$ cat src/rtl/i2c_slave_pkg.sv
// i2c_slave_pkg: shared state encoding and bus constants for the I2C slave controller.
package i2c_slave_pkg;

    typedef enum logic [4:0] {
        IDLE, GET_ADDR_1, CHECK_ADDR_1, ACK_HI, GET_ADDR_2, CHECK_ADDR_2, ACK_ADDR, NACK_WAIT,
        TX_WAIT, LOAD, TX_DATA, TX_ACK, TX_ACKED, RX_DATA, RX_DECIDE, RX_ACK, RX_NACK
    } state_e;

    localparam logic [1:0] SDA_LISTEN = 2'b00;
    localparam logic [1:0] SDA_ACK    = 2'b01;
    localparam logic [1:0] SDA_NACK   = 2'b10;
    localparam logic [1:0] SDA_TX     = 2'b11;

    localparam logic [4:0] HDR10 = 5'b11110;

endpackage

$ cat src/rtl/i2c_slave_fsm_if.sv
// i2c_slave_fsm_if: data-path/FIFO side signals of the I2C slave controller.
interface i2c_slave_fsm_if #(
    parameter int NUM_ADDR = 2,
    parameter int SLOT_W   = (NUM_ADDR > 1) ? $clog2(NUM_ADDR) : 1
);
    logic                     start, stop, ack_prep, ack_check, ack_done, SDA_sync;
    logic [7:0]               rx_byte;
    logic [10*NUM_ADDR-1:0]   slot_addr;
    logic [NUM_ADDR-1:0]      slot_mode10, slot_en;
    logic                     gc_en, stretch_en, TX_fifo_empty, RX_fifo_full;
    logic                     rx_enable, tx_enable, load_data;
    logic                     TX_read_enable_slave, RX_write_enable_slave;
    logic [1:0]               sda_mode;
    logic                     scl_hold, busy_slave, rw_mode, general_call;
    logic [SLOT_W-1:0]        matched_slot;
    logic                     tx_nack, rx_overrun, tx_underrun, stretch_timeout;

    modport slave (
        input  start, stop, ack_prep, ack_check, ack_done, SDA_sync, rx_byte,
               slot_addr, slot_mode10, slot_en, gc_en, stretch_en, TX_fifo_empty, RX_fifo_full,
        output rx_enable, tx_enable, load_data, TX_read_enable_slave, RX_write_enable_slave,
               sda_mode, scl_hold, busy_slave, rw_mode, general_call, matched_slot,
               tx_nack, rx_overrun, tx_underrun, stretch_timeout
    );

    modport master (
        output start, stop, ack_prep, ack_check, ack_done, SDA_sync, rx_byte,
               slot_addr, slot_mode10, slot_en, gc_en, stretch_en, TX_fifo_empty, RX_fifo_full,
        input  rx_enable, tx_enable, load_data, TX_read_enable_slave, RX_write_enable_slave,
               sda_mode, scl_hold, busy_slave, rw_mode, general_call, matched_slot,
               tx_nack, rx_overrun, tx_underrun, stretch_timeout
    );
endinterface

$ cat src/rtl/i2c_addr_match.sv
// i2c_addr_match: combinational own-address compare across all slots, lowest index wins.
module i2c_addr_match
    import i2c_slave_pkg::*;
#(
    parameter int NUM_ADDR = 2,
    parameter int SLOT_W   = (NUM_ADDR > 1) ? $clog2(NUM_ADDR) : 1
) (
    input  logic [7:0]             addr_byte_i,
    input  logic [SLOT_W-1:0]      cand_i,
    input  logic [10*NUM_ADDR-1:0] slot_addr_i,
    input  logic [NUM_ADDR-1:0]    slot_mode10_i,
    input  logic [NUM_ADDR-1:0]    slot_en_i,
    input  logic [NUM_ADDR-1:0]    hi10_i,
    output logic                   hit_7_o,
    output logic                   hit_hi10_o,
    output logic                   hit_lo10_o,
    output logic [SLOT_W-1:0]      slot_o
);
    logic [NUM_ADDR-1:0] v7, vhi;

    always_comb begin
        v7         = '0;
        vhi        = '0;
        hit_lo10_o = 1'b0;
        slot_o     = '0;
        for (int i = 0; i < NUM_ADDR; i++) begin
            v7[i]  = slot_en_i[i] && !slot_mode10_i[i] && slot_addr_i[i*10 +: 7] == addr_byte_i[7:1];
            // a read header only counts once the full 10-bit write address was seen for this slot
            vhi[i] = slot_en_i[i] && slot_mode10_i[i] && addr_byte_i[7:3] == HDR10
                     && addr_byte_i[2:1] == slot_addr_i[i*10+8 +: 2] && (!addr_byte_i[0] || hi10_i[i]);
            if (SLOT_W'(i) == cand_i)
                hit_lo10_o = slot_en_i[i] && slot_mode10_i[i] && addr_byte_i == slot_addr_i[i*10 +: 8];
        end
        for (int i = NUM_ADDR - 1; i >= 0; i--)
            if ((|vhi) ? vhi[i] : v7[i]) slot_o = SLOT_W'(i);
    end

    assign hit_7_o    = |v7;
    assign hit_hi10_o = |vhi;
endmodule

$ cat src/rtl/i2c_slave_fsm.sv
// i2c_slave_fsm: I2C slave main controller with multi-slot 7/10-bit addressing,
// general call, repeated START and SCL stretching with timeout.
module i2c_slave_fsm
    import i2c_slave_pkg::*;
#(
    parameter int NUM_ADDR        = 2,
    parameter int STRETCH_TIMEOUT = 1024,
    parameter int SLOT_W          = (NUM_ADDR > 1) ? $clog2(NUM_ADDR) : 1
) (
    input logic            clk,
    input logic            n_rst,
    i2c_slave_fsm_if.slave bus
);
    localparam int CNT_W = (STRETCH_TIMEOUT > 0) ? $clog2(STRETCH_TIMEOUT + 1) : 1;
    localparam logic [CNT_W-1:0] TO_LAST = CNT_W'((STRETCH_TIMEOUT > 0) ? STRETCH_TIMEOUT - 1 : 0);

    state_e              state_q, state_d;
    logic [7:0]          byte_q, byte_d;
    logic [SLOT_W-1:0]   cand_q, cand_d, slot_q, slot_d, slot;
    logic [NUM_ADDR-1:0] hi10_q, hi10_d;
    logic                rw_q, rw_d, gc_q, gc_d;
    logic [CNT_W-1:0]    cnt_q, cnt_d;
    logic                nack_q, nack_d, ov_q, ov_d, un_q, un_d, to_q, to_d;
    logic                hit_7, hit_hi10, hit_lo10, hold, push;

    i2c_addr_match #(.NUM_ADDR(NUM_ADDR), .SLOT_W(SLOT_W)) u_match (
        .addr_byte_i  (byte_q),
        .cand_i       (cand_q),
        .slot_addr_i  (bus.slot_addr),
        .slot_mode10_i(bus.slot_mode10),
        .slot_en_i    (bus.slot_en),
        .hi10_i       (hi10_q),
        .hit_7_o      (hit_7),
        .hit_hi10_o   (hit_hi10),
        .hit_lo10_o   (hit_lo10),
        .slot_o       (slot)
    );

    always_comb begin
        state_d = state_q;
        byte_d  = byte_q;
        cand_d  = cand_q;
        hi10_d  = hi10_q;
        rw_d    = rw_q;
        gc_d    = gc_q;
        slot_d  = slot_q;
        nack_d  = 1'b0;
        ov_d    = 1'b0;
        un_d    = 1'b0;
        to_d    = 1'b0;
        push    = 1'b0;
        hold    = bus.stretch_en && ((state_q == TX_WAIT && bus.TX_fifo_empty)
                                  || (state_q == RX_DECIDE && bus.RX_fifo_full));
        cnt_d   = hold ? cnt_q + 1'b1 : '0;
        if (bus.stop) begin
            state_d = IDLE;
            hi10_d  = '0;
        end else if (bus.start) begin
            state_d = GET_ADDR_1;
        end else if (STRETCH_TIMEOUT != 0 && hold && cnt_q == TO_LAST) begin
            state_d = IDLE;
            to_d    = 1'b1;
        end else begin
            case (state_q)
                GET_ADDR_1, GET_ADDR_2: if (bus.ack_prep) begin
                    byte_d  = bus.rx_byte;
                    state_d = (state_q == GET_ADDR_1) ? CHECK_ADDR_1 : CHECK_ADDR_2;
                end
                CHECK_ADDR_1: begin
                    hi10_d  = (hit_hi10 && byte_q[0]) ? hi10_q : '0;
                    cand_d  = slot;
                    state_d = hit_hi10 ? (byte_q[0] ? ACK_ADDR : ACK_HI)
                            : (hit_7 || (byte_q == 8'h00 && bus.gc_en)) ? ACK_ADDR : NACK_WAIT;
                    if (state_d == ACK_ADDR) begin
                        rw_d   = byte_q[0];
                        gc_d   = !hit_hi10 && !hit_7;
                        slot_d = slot;
                    end
                end
                CHECK_ADDR_2: if (hit_lo10) begin
                    hi10_d         = '0;
                    hi10_d[cand_q] = 1'b1;
                    state_d        = ACK_ADDR;
                    rw_d           = 1'b0;
                    gc_d           = 1'b0;
                    slot_d         = cand_q;
                end else begin
                    state_d = NACK_WAIT;
                end
                ACK_HI:    if (bus.ack_done) state_d = GET_ADDR_2;
                ACK_ADDR:  if (bus.ack_done) state_d = rw_q ? TX_WAIT : RX_DATA;
                TX_WAIT: if (!bus.TX_fifo_empty) begin
                    state_d = LOAD;
                end else if (!bus.stretch_en) begin
                    un_d    = 1'b1;
                    state_d = LOAD;
                end
                LOAD:      state_d = TX_DATA;
                TX_DATA:   if (bus.ack_prep) state_d = TX_ACK;
                TX_ACK: if (bus.ack_check) begin
                    nack_d  = bus.SDA_sync;
                    state_d = bus.SDA_sync ? NACK_WAIT : TX_ACKED;
                end
                TX_ACKED:  if (bus.ack_done) state_d = TX_WAIT;
                RX_DATA:   if (bus.ack_prep) state_d = RX_DECIDE;
                RX_DECIDE: if (!bus.RX_fifo_full) begin
                    push    = 1'b1;
                    state_d = RX_ACK;
                end else if (!bus.stretch_en) begin
                    ov_d    = 1'b1;
                    state_d = RX_NACK;
                end
                RX_ACK:    if (bus.ack_done) state_d = RX_DATA;
                RX_NACK:   if (bus.ack_done) state_d = NACK_WAIT;
                default:   state_d = state_q;
            endcase
        end
        if (state_d == IDLE) begin
            rw_d   = 1'b0;
            gc_d   = 1'b0;
            slot_d = '0;
        end
    end

    always_ff @(posedge clk or negedge n_rst) begin
        if (!n_rst) begin
            state_q <= IDLE;
            byte_q  <= '0;
            cand_q  <= '0;
            hi10_q  <= '0;
            rw_q    <= 1'b0;
            gc_q    <= 1'b0;
            slot_q  <= '0;
            cnt_q   <= '0;
            nack_q  <= 1'b0;
            ov_q    <= 1'b0;
            un_q    <= 1'b0;
            to_q    <= 1'b0;
        end else begin
            state_q <= state_d;
            byte_q  <= byte_d;
            cand_q  <= cand_d;
            hi10_q  <= hi10_d;
            rw_q    <= rw_d;
            gc_q    <= gc_d;
            slot_q  <= slot_d;
            cnt_q   <= cnt_d;
            nack_q  <= nack_d;
            ov_q    <= ov_d;
            un_q    <= un_d;
            to_q    <= to_d;
        end
    end

    assign bus.busy_slave            = state_q != IDLE;
    assign bus.sda_mode              = (state_q inside {ACK_HI, ACK_ADDR, RX_ACK}) ? SDA_ACK
                                     : (state_q inside {NACK_WAIT, RX_NACK}) ? SDA_NACK
                                     : (state_q == TX_DATA) ? SDA_TX : SDA_LISTEN;
    assign bus.rx_enable             = state_q == RX_DATA;
    assign bus.tx_enable             = state_q == TX_DATA;
    assign bus.load_data             = state_q == LOAD;
    assign bus.TX_read_enable_slave  = state_q == LOAD;
    assign bus.RX_write_enable_slave = push;
    assign bus.scl_hold              = hold;
    assign bus.rw_mode               = rw_q;
    assign bus.general_call          = gc_q;
    assign bus.matched_slot          = slot_q;
    assign bus.tx_nack               = nack_q;
    assign bus.rx_overrun            = ov_q;
    assign bus.tx_underrun           = un_q;
    assign bus.stretch_timeout       = to_q;
endmodule

$ cat src/flat_wrapper.sv
// flat-port wrapper written by rule: the top's interface ports become plain ports
module i2c_slave_fsm_flat import i2c_slave_pkg::*;
#(
    parameter int NUM_ADDR        = 2,
    parameter int STRETCH_TIMEOUT = 1024,
    parameter int SLOT_W          = (NUM_ADDR > 1) ? $clog2(NUM_ADDR) : 1
)
  (clk, n_rst, bus_start, bus_stop, bus_ack_prep, bus_ack_check, bus_ack_done, bus_SDA_sync, bus_rx_byte, bus_slot_addr, bus_slot_mode10, bus_slot_en, bus_gc_en, bus_stretch_en, bus_TX_fifo_empty, bus_RX_fifo_full, bus_rx_enable, bus_tx_enable, bus_load_data, bus_TX_read_enable_slave, bus_RX_write_enable_slave, bus_sda_mode, bus_scl_hold, bus_busy_slave, bus_rw_mode, bus_general_call, bus_matched_slot, bus_tx_nack, bus_rx_overrun, bus_tx_underrun, bus_stretch_timeout);
  i2c_slave_fsm_if #(.NUM_ADDR(NUM_ADDR), .SLOT_W(SLOT_W)) bus_i ();
  input logic clk;
  input logic n_rst;
  input wire logic [$bits(bus_i.start)-1:0] bus_start;
  input wire logic [$bits(bus_i.stop)-1:0] bus_stop;
  input wire logic [$bits(bus_i.ack_prep)-1:0] bus_ack_prep;
  input wire logic [$bits(bus_i.ack_check)-1:0] bus_ack_check;
  input wire logic [$bits(bus_i.ack_done)-1:0] bus_ack_done;
  input wire logic [$bits(bus_i.SDA_sync)-1:0] bus_SDA_sync;
  input wire logic [$bits(bus_i.rx_byte)-1:0] bus_rx_byte;
  input wire logic [$bits(bus_i.slot_addr)-1:0] bus_slot_addr;
  input wire logic [$bits(bus_i.slot_mode10)-1:0] bus_slot_mode10;
  input wire logic [$bits(bus_i.slot_en)-1:0] bus_slot_en;
  input wire logic [$bits(bus_i.gc_en)-1:0] bus_gc_en;
  input wire logic [$bits(bus_i.stretch_en)-1:0] bus_stretch_en;
  input wire logic [$bits(bus_i.TX_fifo_empty)-1:0] bus_TX_fifo_empty;
  input wire logic [$bits(bus_i.RX_fifo_full)-1:0] bus_RX_fifo_full;
  output wire logic [$bits(bus_i.rx_enable)-1:0] bus_rx_enable;
  output wire logic [$bits(bus_i.tx_enable)-1:0] bus_tx_enable;
  output wire logic [$bits(bus_i.load_data)-1:0] bus_load_data;
  output wire logic [$bits(bus_i.TX_read_enable_slave)-1:0] bus_TX_read_enable_slave;
  output wire logic [$bits(bus_i.RX_write_enable_slave)-1:0] bus_RX_write_enable_slave;
  output wire logic [$bits(bus_i.sda_mode)-1:0] bus_sda_mode;
  output wire logic [$bits(bus_i.scl_hold)-1:0] bus_scl_hold;
  output wire logic [$bits(bus_i.busy_slave)-1:0] bus_busy_slave;
  output wire logic [$bits(bus_i.rw_mode)-1:0] bus_rw_mode;
  output wire logic [$bits(bus_i.general_call)-1:0] bus_general_call;
  output wire logic [$bits(bus_i.matched_slot)-1:0] bus_matched_slot;
  output wire logic [$bits(bus_i.tx_nack)-1:0] bus_tx_nack;
  output wire logic [$bits(bus_i.rx_overrun)-1:0] bus_rx_overrun;
  output wire logic [$bits(bus_i.tx_underrun)-1:0] bus_tx_underrun;
  output wire logic [$bits(bus_i.stretch_timeout)-1:0] bus_stretch_timeout;
  assign bus_i.start = bus_start;
  assign bus_i.stop = bus_stop;
  assign bus_i.ack_prep = bus_ack_prep;
  assign bus_i.ack_check = bus_ack_check;
  assign bus_i.ack_done = bus_ack_done;
  assign bus_i.SDA_sync = bus_SDA_sync;
  assign bus_i.rx_byte = bus_rx_byte;
  assign bus_i.slot_addr = bus_slot_addr;
  assign bus_i.slot_mode10 = bus_slot_mode10;
  assign bus_i.slot_en = bus_slot_en;
  assign bus_i.gc_en = bus_gc_en;
  assign bus_i.stretch_en = bus_stretch_en;
  assign bus_i.TX_fifo_empty = bus_TX_fifo_empty;
  assign bus_i.RX_fifo_full = bus_RX_fifo_full;
  assign bus_rx_enable = bus_i.rx_enable;
  assign bus_tx_enable = bus_i.tx_enable;
  assign bus_load_data = bus_i.load_data;
  assign bus_TX_read_enable_slave = bus_i.TX_read_enable_slave;
  assign bus_RX_write_enable_slave = bus_i.RX_write_enable_slave;
  assign bus_sda_mode = bus_i.sda_mode;
  assign bus_scl_hold = bus_i.scl_hold;
  assign bus_busy_slave = bus_i.busy_slave;
  assign bus_rw_mode = bus_i.rw_mode;
  assign bus_general_call = bus_i.general_call;
  assign bus_matched_slot = bus_i.matched_slot;
  assign bus_tx_nack = bus_i.tx_nack;
  assign bus_rx_overrun = bus_i.rx_overrun;
  assign bus_tx_underrun = bus_i.tx_underrun;
  assign bus_stretch_timeout = bus_i.stretch_timeout;
  i2c_slave_fsm #(.NUM_ADDR(NUM_ADDR), .STRETCH_TIMEOUT(STRETCH_TIMEOUT), .SLOT_W(SLOT_W)) u_core (.clk(clk), .n_rst(n_rst), .bus(bus_i));
endmodule
$ cat config.mk
export PLATFORM = sky130hd
export DESIGN_NAME = i2c_slave_fsm_flat
export DESIGN_NICKNAME = d
export VERILOG_FILES = /design/src/rtl/i2c_slave_pkg.sv /design/src/rtl/i2c_slave_fsm_if.sv /design/src/rtl/i2c_addr_match.sv /design/src/rtl/i2c_slave_fsm.sv /design/src/flat_wrapper.sv
export SDC_FILE = /design/constraint.sdc
export NUM_CORES = 1
export LEC_CHECK = 0
export CAP_MARGIN = 0
export CORE_UTILIZATION = 40
export DETAILED_ROUTE_END_ITERATION = 6
export PLACE_DENSITY = 0.65
export SKIP_LAST_GASP = 1
export SYNTH_ARGS = -nofsm -noshare
export SYNTH_HDL_FRONTEND = slang
export SYNTH_SLANG_ARGS = --single-unit
$ cat constraint.sdc
create_clock -name clk -period 2.74 [get_ports clk]
set_input_delay 0.548 -clock clk [delete_from_list [all_inputs] [get_ports clk]]
set_output_delay 0.548 -clock clk [all_outputs]
set_load 0.01 [all_outputs]
==> results of run 1 <==
==> synth_stat cells, types with 3 or more instances <==
cell,n
mux2_4,8
o21ai_0,5
nand3_1,12
dfrtp_1,34
nand2_1,17
nor3b_1,7
o2111ai_1,4
clkbuf_1,3
inv_1,11
and2_1,3
a31oi_1,6
nand4_1,8
xnor2_1,10
xor2_1,34
buf_6,3
a21oi_1,11
or4_1,4
nor2_1,36
buf_2,14
nor3_1,10
nor4_1,8
and3_1,4
==> layer usage <==
layer / vias up / track usage, % / wire, µm
met5: - / 0 / 0
met4: 0 / 6.67 / 136
met3: 11 / 3.37 / 399
met2: 96 / 37.3 / 3770
met1: 1253 / 28.0 / 3440
li1: 1313 / - / -
==> where the power goes <==
part | internal [mW] | switching (mW)
Combinational | 0.383 | 0.293
Sequential | 0.559 | 0.166
Clock | 0.271 | 0.200
==> worst max-delay path, stage by stage, from the launching register on <==
cell	delay [ps]
dfrtp_2	460
buf_4	160
nor3b_2	200
buf_4	180
and3_1	180
or2_2	110
clkdlybuf4s50_1	520
==> repair_timing <==
| item | in CTS | in global routing |
|---|---|---|
| pin swaps | 0 | 1 |
| resized for setup | 3 | 6 |
| cloned | 0 | 0 |
| buffers inserted | 0 | 8 |
| endpoints found under the setup margin | 3 | 4 |
==> worst min-delay path by stage <==
stage / end / slack (ps) / start / cells past startpoint
global placement: u_core.cnt_q[0]$_DFF_PN0_ / 440 / u_core.cnt_q[0]$_DFF_PN0_ / 1
floorplan: u_core.bus.general_call$_DFFE_PN0P_ / 250 / n_rst / 0
finish: u_core.cnt_q[0]$_DFF_PN0_ / 510 / u_core.cnt_q[0]$_DFF_PN0_ / 1
detailed placement: u_core.cnt_q[0]$_DFF_PN0_ / 450 / u_core.cnt_q[0]$_DFF_PN0_ / 1
global route: u_core.cnt_q[0]$_DFF_PN0_ / 530 / u_core.cnt_q[0]$_DFF_PN0_ / 1
CTS: u_core.cnt_q[0]$_DFF_PN0_ / 460 / u_core.cnt_q[0]$_DFF_PN0_ / 1
==> cell families (layout without fill, tap and decap cells) <==
family                   count (synthesis)  after routing  share of synthesized area, %
AND/OR/NAND/NOR                        136            136                          27.8
AO/OA/AOI/OAI                           53             53                          15.3
XOR/XNOR                                44             44                          13.8
buffers and inverters                   35            125                          6.80
flip-flops                              34             34                          30.4
multiplexers                            11             11                          5.41
adder cells (fa/ha/maj)                  1              1                         0.447
==> layout make-up <==
class,instances,area (µm²)
Fill cell,630,2930
Multi-Input combinational cell,245,1770
Timing Repair Buffer,106,941
Sequential cell,34,856
Tap cell,80,100
Clock buffer,5,68.8
Clock inverter,3,45.0
Inverter,11,41.3
==> registers in the layout (all words and copies together), names as in the netlist <==
register	count
u_core.bus.rw_mode	1
u_core.bus.tx_nack	1
u_core.bus.stretch_timeout	1
u_core.cand_q	1
u_core.bus.matched_slot	1
u_core.byte_q	8
u_core.hi10_q	2
u_core.bus.general_call	1
u_core.cnt_q	11
u_core.state_q	5
u_core.bus.tx_underrun	1
u_core.bus.rx_overrun	1
==> metrics by stage <==
step                      TNS, ps  hold slack (ps)  instances  utilization [%]
after detailed placement     -696              454        468             53.7
after global routing        -47.9              530        484             56.6
after global placement       -571              444        468             53.7
after CTS                       0              464        476             55.5
after floorplan                 0              252        314                -
final                           0              510        484             56.6
==> qor.csv, run 1 <==
metric,value,unit
ff2ff_setup_slack,120,ps
worstPathArrival,2100,ps
fin_nets,448,
cts_tree,yes,
grt_usage,21.7,%
critPathLaunchType,register,
yosysTopAreaCell,dfrtp_1,
area_growth_syn_to_layout,36.8,%
fp.coreArea,6760,µm²
ys_seq_elements,34,
cts_root_buf,clkbuf_8,
cts_buffers,5,
grt_pass1_vias,2629,
dp_slack,-146,ps
ys.flop_type,dfrtp_1,
reg2reg_from,u_core.state_q[2]$_DFF_PN0_,
htreeDepth,2,
hold_viol,0,
yosysUniqueCellTypes,71,
yosysWarnings,0,
grt_max_degree,35,
endpoint_kind,output pin,
layout_setup_ws,88.5,ps
power,1.87,mW
ant_nets,0,
start_util,41.4,%
pin_count,60,
clock-sinks,34,
hpwl,5.86,mm
r2r-end,u_core.bus.matched_slot$_DFFE_PN0P_,
stdcell_area,3820,µm²
rows,30,
postCtsHoldBufs,0,
synth_fp_nets,359,
netlist_top_cells_area,"dfrtp_1 (30%), xor2_1 (11%), nor2_1 (4.8%)",
drtIter0Drc,66,
postSynth.asyncResetShare,100,%
fmax,377,MHz
tightestPinTransition,483,ps
clk_path_buf_depth,2,
rsz0062_at_grt,yes,
power.density,489,nW/µm²
path_max_fanout,7,
ir_drop,0.000194,V
die_w,85.6,µm
die_area,7330,µm²
fp.dieH,85.6,µm
gp_congestion,0.971,
drv_cap,0,
ys_seq_area_share,30.4,%
crit_type,register to output pin,
clock_skew,4.05,ps
outcome,completed,
drive_above_1_share,21.5,%
crit_start,u_core.state_q[0]$_DFF_PN0_,
slew_viol_final,0,
fin_crit_sh,96.8,%
rr_worst_depth,10,
hold_path.class,register to register,
overflow,0,
clk_pin_slew,80,ps
fin_crit,2650,ps
drcViolationCount,0,
antenna_found_initial,0,
final_common_cell,clkdlybuf4s50_1,
cp-endpoint,bus_sda_mode[1],
grt_pass1_wl,12.7,mm
syn_area,2800,µm²
detail_route.wl_per_cell,16.0,µm
via_per_inst,5.52,
clock_latency,290,ps
relSlewSlack,67.5,%
first_pass_iters,5,
worstPathRequired,2190,ps
synth.top_cell.area_share,30.4,%
synthesis.instances,314,
portBuffers,59,
routed_wl,7.75,mm
setup_violations,0,
mostFrequentLayoutCells,"clkdlybuf4s50_1 (58), buf_4 (45), nor2_1 (36)",
synth-edff-count,0,
synth.avg_cell_area,8.91,µm²
postPlaceCellArea,3630,µm²
antenna_cells,0,
p_leak,1.58,nW
vias,2673,
(Power assumes the default switching activity.)
==> inputs of run 2 (changes only) <==
- CORE_MARGIN: unset -> 5
==> qor.csv, run 2 (synthesized netlist as in run 1, its figures left out) <==
metric,value,unit,change
outcome,completed,,
antenna_cells,0,,unchanged
die_w,93.6,µm,+9.3%
holdWs,464,ps,-46.4 ps
relSlewSlack,69.1,%,+1.6 points
hold_viol,0,,unchanged
cts_tree,yes,,
setup_violations,0,,unchanged
fin_nets,434,,-3.1%
largest_register_ffs,11,,unchanged
cp_top_family,buffers and inverters,,
drv_cap,0,,unchanged
grt_max_degree,35,,unchanged
drtIter0Drc,124,,+88%
area_growth_syn_to_layout,34.7,%,
clock-sinks,34,,unchanged
antenna_found_initial,0,,unchanged
postCtsHoldBufs,0,,unchanged
detail_route.wl_per_cell,15.8,µm,-1.3%
path_max_fanout,8,,+1
clock_skew,7.53,ps,+3.48 ps
clk_pin_slew,80,ps,about the same
hold_path.class,register to register,,
hpwl,5.95,mm,+1.5%
top_regs,"u_core.cnt_q x11, u_core.byte_q x8, u_core.state_q x5",,
routed_wl,7.68,mm,-0.94%
slowest_stage,clkdlybuf4s50_1,,
power.density,512,nW/µm²,+4.7%
via_per_inst,5.41,,-2.0%
final_util,55.4,%,-1.2 points
path_cells,buf_4 > or4b_4 > a21oi_1 > or2_2 > clkdlybuf4s50_1,,
fin_crit,2680,ps,+25.7 ps
vias,2630,,-1.6%
crit_type,register to output pin,,
die_area,8760,µm²,+20%
ant_nets,0,,unchanged
grt_pass1_vias,2645,,+0.61%
tightestPinTransition,462,ps,-21.2 ps
pin_count,60,,unchanged
critPathBufInv,2,,-1
slew_viol_final,0,,unchanged
critPathLaunchType,register,,
clock_latency,290,ps,about the same
worstPathArrival,2130,ps,+30 ps
mostFrequentLayoutCells,"clkdlybuf4s50_1 (58), nor2_1 (36), xor2_1 (34)",,
p_leak,1.54,nW,-2.9%
overflow,0,,unchanged
fp.coreArea,6790,µm²,+0.56%
fp.dieH,93.6,µm,+9.3%
cts_buffers,5,,unchanged
grt_usage,18.1,%,-3.6 points
rsz0062_at_grt,yes,,
slowest_delay,530,ps,about the same
worstPathRequired,2190,ps,about the same
first_pass_iters,4,,-1
portBuffers,59,,unchanged
drive_above_1_share,18.7,%,-2.8 points
cts_root_buf,clkbuf_8,,
ir_drop,0.000246,V,+26%
endpoint_kind,output pin,,
largest_register,u_core.cnt_q,,
final_common_cell,clkdlybuf4s50_1,,
nFillCells,626,,-0.63%
clk_path_buf_depth,2,,unchanged
fmax,374,MHz,-0.96%
start_util,41.2,%,-0.23 points
grt_pass1_wl,12.8,mm,+1.3%
fin_crit_sh,97.7,%,+0.94 points
gp_congestion,0.889,,-8.5%
drcViolationCount,0,,unchanged
rows,30,,unchanged
htreeDepth,2,,unchanged
==> run 2: where the power goes <==
part           switching (mW)  internal, mW
clock network           0.197         0.365
logic                   0.285         0.364
registers               0.162         0.558
total                   0.643          1.29
==> run 2: layout make-up <==
| class | instances | area [µm²] | area share [%] |
|---|---|---|---|
| clock buffers | 5 | 68.8 | 1.83 |
| flip-flops and latches | 34 | 852 | 22.6 |
| well taps | 96 | 120 | 3.19 |
| clock inverters | 3 | 68.8 | 1.83 |
| repair buffers | 92 | 841 | 22.3 |
| inverters | 11 | 41.3 | 1.10 |
| multi-input cells | 245 | 1770 | 47.1 |
==> run 2: path summary, 6_finish.rpt <==
check / start / depth (start not counted) / end / slack, ps
min reg2reg: u_core.cnt_q[0]$_DFF_PN0_ / 1 / u_core.cnt_q[0]$_DFF_PN0_ / 460
min in group asynchronous: n_rst / 2 / u_core.byte_q[3]$_DFFE_PN0P_ / 670
max in group asynchronous: n_rst / 2 / u_core.state_q[4]$_DFF_PN0_ / 1740
max: u_core.state_q[4]$_DFF_PN0_ / 5 / bus_sda_mode[1] / 60
min: u_core.cnt_q[0]$_DFF_PN0_ / 1 / u_core.cnt_q[0]$_DFF_PN0_ / 460
max reg2reg: u_core.state_q[2]$_DFF_PN0_ / 8 / u_core.bus.general_call$_DFFE_PN0P_ / 190
==> run 2: layer usage <==
| layer | vias to the layer above | track usage [%] | routed length, µm |
|---|---|---|---|
| li1 | 1284 | - | - |
| met2 | 78 | 30.6 | 3760 |
| met4 | 0 | 5.05 | 115 |
| met5 | - | 0 | 0 |
| met3 | 9 | 3.22 | 380 |
| met1 | 1259 | 23.6 | 3420 |
==> run 2: stage by stage <==
| step | setup WS, ps | cell area [µm²] | setup TNS, ps | instances | total power [mW] |
|---|---|---|---|---|---|
| after floorplan | 416 | 2800 | 0 | 314 | 1.21 |
| after global placement | -128 | 3590 | -529 | 476 | 1.37 |
| after detailed placement | -178 | 3590 | -687 | 476 | 1.37 |
| after CTS | -10.1 | 3740 | -10.1 | 484 | 1.94 |
| after global routing | -45.6 | 3770 | -45.8 | 486 | 2.05 |
| final | 62.9 | 3770 | 0 | 486 | 1.93 |
==> run 2: repair_timing <==
item                       in CTS  in global routing
setup endpoints to repair       2                  6
setup buffers                   0                  2
pin swaps                       0                  2
cloned                          0                  0
gates resized for setup         3                  4
